==> src/rtl/microcode_dispatcher_if.sv <==
// Fetch/microcode-side bundle of the microcode dispatcher: instruction handshake,
// sos/eos segment handshake and status outputs.
interface microcode_dispatcher_if #(
  parameter int INSTR_W = 32,
  parameter int CNT_W   = 16
);
  logic               instr_valid;
  logic [INSTR_W-1:0] instr;
  logic               instr_ready;
  logic [5:0]         opcode;
  logic               sos;
  logic               eos;
  logic               busy;
  logic               halted;
  logic               timeout_err;
  logic [CNT_W-1:0]   retired;

  // master: fetch unit plus microcode sequencer; slave: the dispatcher
  modport master (
    output instr_valid, instr, eos,
    input  instr_ready, opcode, sos, busy, halted, timeout_err, retired
  );

  modport slave (
    input  instr_valid, instr, eos,
    output instr_ready, opcode, sos, busy, halted, timeout_err, retired
  );
endinterface

==> src/rtl/microcode_dispatcher.sv <==
// Issue side of the sos/eos segment handshake: takes one instruction at a time,
// pulses sos, waits for a stable eos terminator, and flags halt or hung segments.
module microcode_dispatcher #(
  parameter int INSTR_W    = 32,
  parameter int OPCODE_LSB = 26,
  parameter int EOS_STABLE = 2,
  parameter int TIMEOUT    = 255,
  parameter int CNT_W      = 16
) (
  input  logic                   clk,
  input  logic                   rst,
  microcode_dispatcher_if.slave  bus
);

  localparam int         EC_W    = $clog2(EOS_STABLE + 1);
  localparam int         TO_W    = (TIMEOUT < 2) ? 1 : $clog2(TIMEOUT + 1);
  localparam logic [5:0] HALT_OP = 6'h3F;

  typedef enum logic [2:0] {S_IDLE, S_ISSUE, S_ARM, S_RUN, S_HALT, S_ERR} state_t;

  state_t            state_q, state_d;
  logic [5:0]        opcode_q, opcode_d;
  logic              sos_q, sos_d;
  logic              instr_ready_q, instr_ready_d;
  logic              busy_q, busy_d;
  logic              halted_q, halted_d;
  logic              timeout_err_q, timeout_err_d;
  logic [CNT_W-1:0]  retired_q, retired_d;
  logic [EC_W-1:0]   eos_cnt_q, eos_cnt_d;
  logic [TO_W-1:0]   run_cnt_q, run_cnt_d;
  logic [5:0]        op_in;

  assign op_in = bus.instr[OPCODE_LSB +: 6];

  always_comb begin
    state_d       = state_q;
    opcode_d      = opcode_q;
    sos_d         = 1'b0;
    halted_d      = halted_q;
    timeout_err_d = timeout_err_q;
    retired_d     = retired_q;
    eos_cnt_d     = eos_cnt_q;
    run_cnt_d     = run_cnt_q;

    case (state_q)
      S_IDLE: begin
        if (bus.instr_valid && instr_ready_q) begin
          opcode_d = op_in;
          if (op_in == HALT_OP) begin
            state_d  = S_HALT;
            halted_d = 1'b1;
          end else begin
            state_d = S_ISSUE;
            sos_d   = 1'b1;
          end
        end
      end
      S_ISSUE: state_d = S_ARM;
      S_ARM: begin
        // eos may still carry the previous segment's terminator here, so it is not counted
        eos_cnt_d = '0;
        run_cnt_d = '0;
        state_d   = S_RUN;
      end
      S_RUN: begin
        run_cnt_d = (run_cnt_q == '1) ? run_cnt_q : run_cnt_q + TO_W'(1);
        if (bus.eos)
          eos_cnt_d = (eos_cnt_q == '1) ? eos_cnt_q : eos_cnt_q + EC_W'(1);
        else
          eos_cnt_d = '0;
        // completion is tested first so it wins a tie with the timeout
        if (eos_cnt_d == EC_W'(EOS_STABLE)) begin
          state_d   = S_IDLE;
          retired_d = retired_q + CNT_W'(1);
        end else if ((TIMEOUT != 0) && (run_cnt_d == TO_W'(TIMEOUT))) begin
          state_d       = S_ERR;
          timeout_err_d = 1'b1;
        end
      end
      default: state_d = state_q;
    endcase

    instr_ready_d = (state_d == S_IDLE);
    busy_d        = (state_d == S_ISSUE) || (state_d == S_ARM) || (state_d == S_RUN);
  end

  always_ff @(posedge clk) begin
    if (rst) begin
      state_q       <= S_IDLE;
      opcode_q      <= 6'h00;
      sos_q         <= 1'b0;
      instr_ready_q <= 1'b0;
      busy_q        <= 1'b0;
      halted_q      <= 1'b0;
      timeout_err_q <= 1'b0;
      retired_q     <= '0;
      eos_cnt_q     <= '0;
      run_cnt_q     <= '0;
    end else begin
      state_q       <= state_d;
      opcode_q      <= opcode_d;
      sos_q         <= sos_d;
      instr_ready_q <= instr_ready_d;
      busy_q        <= busy_d;
      halted_q      <= halted_d;
      timeout_err_q <= timeout_err_d;
      retired_q     <= retired_d;
      eos_cnt_q     <= eos_cnt_d;
      run_cnt_q     <= run_cnt_d;
    end
  end

  assign bus.instr_ready = instr_ready_q;
  assign bus.opcode      = opcode_q;
  assign bus.sos         = sos_q;
  assign bus.busy        = busy_q;
  assign bus.halted      = halted_q;
  assign bus.timeout_err = timeout_err_q;
  assign bus.retired     = retired_q;

endmodule

==> src/flat_wrapper.sv <==
// flat-port wrapper written by rule: the top's interface ports become plain ports
module microcode_dispatcher_flat 
#(
  parameter int INSTR_W    = 32,
  parameter int OPCODE_LSB = 26,
  parameter int EOS_STABLE = 2,
  parameter int TIMEOUT    = 255,
  parameter int CNT_W      = 16
)
  (clk, rst, bus_instr_valid, bus_instr, bus_eos, bus_instr_ready, bus_opcode, bus_sos, bus_busy, bus_halted, bus_timeout_err, bus_retired);
  microcode_dispatcher_if #(.INSTR_W(INSTR_W), .CNT_W(CNT_W)) bus_i ();
  input  logic clk;
  input  logic rst;
  input wire logic [$bits(bus_i.instr_valid)-1:0] bus_instr_valid;
  input wire logic [$bits(bus_i.instr)-1:0] bus_instr;
  input wire logic [$bits(bus_i.eos)-1:0] bus_eos;
  output wire logic [$bits(bus_i.instr_ready)-1:0] bus_instr_ready;
  output wire logic [$bits(bus_i.opcode)-1:0] bus_opcode;
  output wire logic [$bits(bus_i.sos)-1:0] bus_sos;
  output wire logic [$bits(bus_i.busy)-1:0] bus_busy;
  output wire logic [$bits(bus_i.halted)-1:0] bus_halted;
  output wire logic [$bits(bus_i.timeout_err)-1:0] bus_timeout_err;
  output wire logic [$bits(bus_i.retired)-1:0] bus_retired;
  assign bus_i.instr_valid = bus_instr_valid;
  assign bus_i.instr = bus_instr;
  assign bus_i.eos = bus_eos;
  assign bus_instr_ready = bus_i.instr_ready;
  assign bus_opcode = bus_i.opcode;
  assign bus_sos = bus_i.sos;
  assign bus_busy = bus_i.busy;
  assign bus_halted = bus_i.halted;
  assign bus_timeout_err = bus_i.timeout_err;
  assign bus_retired = bus_i.retired;
  microcode_dispatcher #(.INSTR_W(INSTR_W), .OPCODE_LSB(OPCODE_LSB), .EOS_STABLE(EOS_STABLE), .TIMEOUT(TIMEOUT), .CNT_W(CNT_W)) u_core (.clk(clk), .rst(rst), .bus(bus_i));
endmodule
==> config.mk <==
export PLATFORM = sky130hd
export DESIGN_NAME = microcode_dispatcher_flat
export DESIGN_NICKNAME = d
export VERILOG_FILES = /design/src/rtl/microcode_dispatcher_if.sv /design/src/rtl/microcode_dispatcher.sv /design/src/flat_wrapper.sv
export SDC_FILE = /design/constraint.sdc
export NUM_CORES = 1
export LEC_CHECK = 0
export ABC_AREA = 1
export ABC_CLOCK_PERIOD_IN_PS = 2200
export BUFFER_PORTS_ARGS = -buffer_cell sky130_fd_sc_hd__clkbuf_2
export CORE_MARGIN = 2
export CORE_UTILIZATION = 30
export DETAILED_ROUTE_END_ITERATION = 6
export HOLD_SLACK_MARGIN = 0.03
export MAX_ROUTING_LAYER = met4
export PLACE_DENSITY_LB_ADDON = 0.05
export SLEW_MARGIN = 40
export SYNTH_ARGS = -nofsm -noshare
export SYNTH_HDL_FRONTEND = slang
export SYNTH_SLANG_ARGS = --single-unit
export TNS_END_PERCENT = 30
==> constraint.sdc <==
create_clock -name clk -period 2.2 [get_ports clk]
set_input_delay 0.33 -clock clk [delete_from_list [all_inputs] [get_ports clk]]
set_output_delay 0.33 -clock clk [all_outputs]
set_load 0.02 [all_outputs]
---- Word level (Yosys, flattened, before mapping) ----
Index checks and enable logic that the tools add are counted.
storage, ports and cells
  output and inout port bits .............. 27
  register bits ........................... 40
  input bits .............................. 36
  latch bits .............................. 0
  word-level logic and storage cells ...... 50
  memory bits (read-only) ................. 0
  memory bits (writable) .................. 0
  memories kept ........................... 0
operators by class
  $lt $le $gt $ge ......................... 0
  shift-type cells ........................ 0
  bitwise gates (word level) .............. 3
  div/mod/pow operators ................... 0
  equality and inequality tests ........... 11
  add/sub/neg operators ................... 3
  $mul .................................... 0
  mux-type cells .......................... 12
  reductions and logical operators ........ 11
operators with widths
  operator                                                          count
  16-bit by 1-bit adder with 16-bit output (second input constant)  1
  8-bit == test (second input constant)                             2
  8-bit case mux with 2 select lines                                1
  3-bit by 2-bit == test with 1-bit output (second input constant)  4
  3-bit 2-to-1 mux                                                  4
  3-bit case mux with 4 select lines                                1
  8-bit by 1-bit adder with 8-bit output (second input constant)    1
  8-bit 2-to-1 mux                                                  1
  3-bit by 1-bit == test with 1-bit output (second input constant)  2
  6-bit == test (second input constant)                             1
  3-bit zero test                                                   2
  2-bit 2-to-1 mux                                                  3
  3-bit AND reduction                                               2
  2-bit == test (second input constant)                             2
  2-bit case mux with 2 select lines                                1
  2-bit AND reduction                                               2
  1-bit NOT                                                         3
  3-bit OR reduction                                                1
  2-bit by 1-bit adder with 2-bit output (second input constant)    1
  1-bit logical OR                                                  2
  2-bit nonzero test                                                1
  1-bit logical AND                                                 1
  1-bit 2-to-1 mux                                                  1

---- Depth between registers and ports, before layout ----
  word-level depth ........................ 10
  gate-level depth with buffers ........... 14
  depth with buffers taken out ............ 14

---- Least setup slack after synthesis ----
OpenSTA, ideal clock, no wires.
  path type ............................... flip-flop to flip-flop
  start point ............................. reg u_core.run_cnt_q[0]
  end point ............................... reg u_core.busy_q, in the netlist u_core.bus.busy
  cell stages (with the launch flop) ...... 13
  data arrival time ....................... 1.466 ns
  setup slack ............................. 0.621 ns
  required time ........................... 2.087 ns
  path buffers ............................ 0
  period minus slack after synthesis ...... 1.579 ns
  cells stage by stage .................... dfxtp_1 -> ha_1 -> nand2_1 -> nor2_2 -> nand2_4 -> a21oi_4 -> nand2_2 -> nor2_2 -> nand2_1 -> nand2_1 -> nand2_1 -> o21ai_1 -> inv_1
between the ends
  cells in the longest elaborated chain, start to end .. 9
  elaborated cells between the ends (all ways) .. 12
  those cells by class .................... add/sub: 1; eq/ne: 5; mux: 4; reduce/logical: 2
RTL lines
  element                                                                                                      RTL line                     source
  start: declaration                                                                                           microcode_dispatcher.sv:30   logic [TO_W-1:0] run_cnt_q, run_cnt_d;
  start signal: assignment                                                                                     microcode_dispatcher.sv:109  run_cnt_q <= run_cnt_d;
  8-bit by 1-bit adder with 8-bit output / 8-bit == test (equally long branches)                               microcode_dispatcher.sv:66   run_cnt_d = (run_cnt_q == '1) ? run_cnt_q : run_cnt_q + TO_W'(1);
  8-bit 2-to-1 mux *                                                                                           microcode_dispatcher.sv:66
  8-bit == test *                                                                                              microcode_dispatcher.sv:75   end else if ((TIMEOUT != 0) && (run_cnt_d == TO_W'(TIMEOUT))) begin
  3-bit 2-to-1 mux *                                                                                           microcode_dispatcher.sv:75
  3-bit 2-to-1 mux *                                                                                           microcode_dispatcher.sv:72   if (eos_cnt_d == EC_W'(EOS_STABLE)) begin
  3-bit case mux with 4 select lines *                                                                         microcode_dispatcher.sv:45   case (state_q)
  3-bit by 1-bit == test with 1-bit output / 3-bit by 2-bit == test with 1-bit output (equally long branches)  microcode_dispatcher.sv:84   busy_d = (state_d == S_ISSUE) || (state_d == S_ARM) || (state_d == S_RUN);
  1-bit logical OR                                                                                             microcode_dispatcher.sv:84
  1-bit logical OR *                                                                                           microcode_dispatcher.sv:84
  end signal: assignment                                                                                       microcode_dispatcher.sv:104  busy_q <= busy_d;
  end: declaration                                                                                             microcode_dispatcher.sv:25   logic busy_q, busy_d;
Mark *: on every way between the ends. The rest lies on a longest branch, timed or not.
A chain may end at the register's enable or synchronous reset.

---- Final worst setup path ----
Same ends and word-level chain as after synthesis.

==> results by group <==
Outcome
  – Status: finished clean

Logic synthesis
  – Area contributors post-synth: dfxtp_1 (42%), nand2_1 (11%), inv_1 (6.5%), nor2_1 (6.3%), a21oi_1 (5.7%)
  – Synth top area share: 0.417
  – Number of synthesized flops with an enable pin: 0
  – Async set-reset flop share out of synthesis: 0
  – Synthesized area per cell: 7.06 sq um
  – Yosys cell types: 33
  – Post-synth top cells: nand2_1 (56), dfxtp_1 (40), inv_1 (33), nor2_1 (32), a21oi_1 (22)
  – Yosys Warn Count: 0
  – Syn_nets: 310
  – Ys flop type: dfxtp_1
  – Area leader, netlist: dfxtp_1
  – Seq/Total Area, Yosys: 0.417
  – Cell Area, Synth: 0.00192 sq mm
  – Synth Instances: 272
  – Synthesized flop and latch total: 40
  – Count leader, synth: nand2_1

Routing
  – WL met3: 124 microns
  – DRT Pass-1 Iters: 4
  – DRC viols: 0
  – First DRT Iteration DRCs: 57
  – Vias per cell: 4.54
  – Routed WL: 4250 microns
  – Top layer reached by signal wires: met4
  – WL met2: 1850 microns
  – Vias: 1775
  – Final ANT Viol Nets: 0
  – Wl on met1: 2210 microns
  – WL per Instance: 10.9 microns

Layout
  – Inserted Diodes: 0
  – NumNets Final: 352
  – Sequential Area: 801 sq um
  – Fin util: 0.364
  – Share of cells above drive strength 1: 0.204
  – P&R area growth vs syn: 19.0%
  – Footprint of the multi-input gates: 960 sq um
  – Filler instances: 708

Timing
  – Final period util: 0.820
  – Final count of hold timing violations: 0
  – Slew Limit Fails: 0
  – Endpoints failing setup: 0
  – Clock skew: 0.00924 ns
  – Slew @ Worst Pin: 0.533 ns
  – Fin crit period: 1.80 ns
  – Highest clock rate: 0.555 GHz
  – RSZ-0062 raised after global routing: no
  – Slew Limit Headroom: 0.644
  – Final TNS setup: 0 ns

Run
  – Max-Cap Viols: 0

GRT
  – GRT Resource Usage Total: 0.135
  – GRT overflow: 0
  – Antenna violations before repair: 0
  – Vias in the first global route: 1667
  – Pin count of the biggest net entering global routing: 23
  – First-pass GRT wire length: 7530 microns

Power and ir drop
  – Worst vdd ir: 0.270 mV
  – Static leakage: 0.000988 uW
  – Pwr per Cell Area: 720 mW/mm^2

Setup path
  – CP Launch Type: flop
  – CP arrival: 1.99 ns
  – Critical Path Source: u_core.run_cnt_q[0]
  – Crit Path Max Fanout: 7
  – Crit Path Class: reg2reg
  – CP endpoint kind: flop
  – FF-to-FF Start: u_core.run_cnt_q[0]
  – WP data required: 2.39 ns

Floorplanning
  – Die H: 84.0 microns
  – IO Count: 63
  – Die area: 0.00705 sq mm
  – Die Width: 84.0 microns
  – Initial Utilization: 0.306
  – Core footprint: 0.00628 sq mm
  – Core Rows: 29

Placed design
  – RePlAce Congestion: 0.754
  – Port Buffers: 36
  – DP Wirelength: 3180 microns

Clock network
  – H-tree depth: 2
  – Postcts setup bufs: 0
  – CTS resizes: 0
  – Clock sinks: 40
  – CTS max path bufs: 2
  – Clk_lat worst skew: 0.29 ns
  – CTS tree: yes
  – Num CTS Buffers: 5
  – CTS root buf: clkbuf_8
  – Clock-pin slew on the worst setup and hold paths: 0.08 ns
  – Hold_buf cts: 0

Worst hold path
  – Hold Path Class: in2reg
  – Hold Crit Start: bus_instr[28]
routing by layer:
metal / track usage / vias up
met5: - / -
met1: 0.183 / 779
li1: - / 969
met4: 0.0528 / 0
met3: 0.0297 / 5
met2: 0.196 / 22
flip-flops by register name, summed over array words and instances, names as in the netlist:
register                flops
u_core.bus.sos              1
u_core.bus.busy             1
u_core.state_q              3
u_core.bus.opcode           6
u_core.run_cnt_q            8
u_core.bus.timeout_err      1
u_core.bus.halted           1
u_core.bus.retired         16
u_core.bus.instr_ready      1
u_core.eos_cnt_q            2
final timing paths:
| path | to | slack (ns) | cells past startpoint |
|---|---|---|---|
| min reg2reg | u_core.bus.halted | 0.46 | 2 |
| min | u_core.bus.opcode[2] | 0.28 | 3 |
| max | u_core.bus.busy | 0.40 | 12 |
| max reg2reg | u_core.bus.busy | 0.40 | 12 |
through the flow:
stage	hold slack [ns]	area (sq um)	setup WS, ns	instances	power (uW)
floorplan	0.406	1920	0.621	272	1080
global placement	0.440	2200	0.353	384	1200
detailed placement	0.444	2200	0.356	384	1200
CTS	0.273	2280	0.345	391	1680
global route	0.284	2280	0.131	391	1750
finish	0.281	2280	0.397	391	1640
cells by family (layout without fill, tap and decap cells):
logic type	count (synthesis)	after routing	synth area share
and+or+nand+nor	136	136	0.332
buffers and inverters	42	84	0.0828
AOI/OAI and AO/OA	50	50	0.146
adders and majority gates	2	2	0.0130
DFF	40	40	0.417
xor gates and xnor gates	2	2	0.00913
worst max-delay path, stage by stage (launching register included):
cell     delay [ns]
dfxtp_1        0.40
ha_1           0.19
nand2_1        0.11
nor2_2         0.18
nand2_4        0.11
nand3_1        0.10
nand3_1        0.09
nor2_1         0.15
nand2_1        0.08
nand2_1        0.08
nand2_1        0.05
o21ai_1        0.11
inv_1          0.05
placed cells by master (no fill, tap or decap), types with 2 or more instances in the layout:
| master | Yosys | routed |
|---|---|---|
| clkinv_1 | 2 | 2 |
| nand2_2 | 4 | 4 |
| nand2_1 | 56 | 56 |
| o21ai_1 | 8 | 8 |
| xor2_1 | 2 | 2 |
| nor3b_1 | 3 | 3 |
| nor2_2 | 5 | 5 |
| inv_1 | 33 | 33 |
| buf_4 | 0 | 3 |
| dfxtp_1 | 40 | 40 |
| nand3_1 | 17 | 17 |
| nand4_1 | 6 | 6 |
| ha_1 | 2 | 2 |
| a31oi_1 | 2 | 2 |
| clkbuf_2 | 0 | 36 |
| a21oi_1 | 22 | 22 |
| nor2_1 | 32 | 32 |
| clkbuf_8 | 0 | 5 |
| nor3_1 | 7 | 7 |
| o21ai_0 | 11 | 11 |
| nand2_4 | 2 | 2 |
| inv_2 | 3 | 3 |
area by class of cell:
class / instances / area share
multi-input cells: 190 / 0.420
flip-flops and latches: 40 / 0.351
repair buffers: 39 / 0.0888
inverters: 38 / 0.0625
well taps: 77 / 0.0422
clock buffers: 5 / 0.0301
clock inverters: 2 / 0.00548
report_power, final:
| part | total [uW] | leakage (uW) | internal [uW] | switching (uW) |
|---|---|---|---|---|
| Combinational | 353 | 0.000624 | 119 | 234 |
| Sequential | 819 | 0.000324 | 786 | 33.3 |
| Clock | 471 | 0.0000400 | 215 | 256 |
Power figures use the tool's default switching activity.
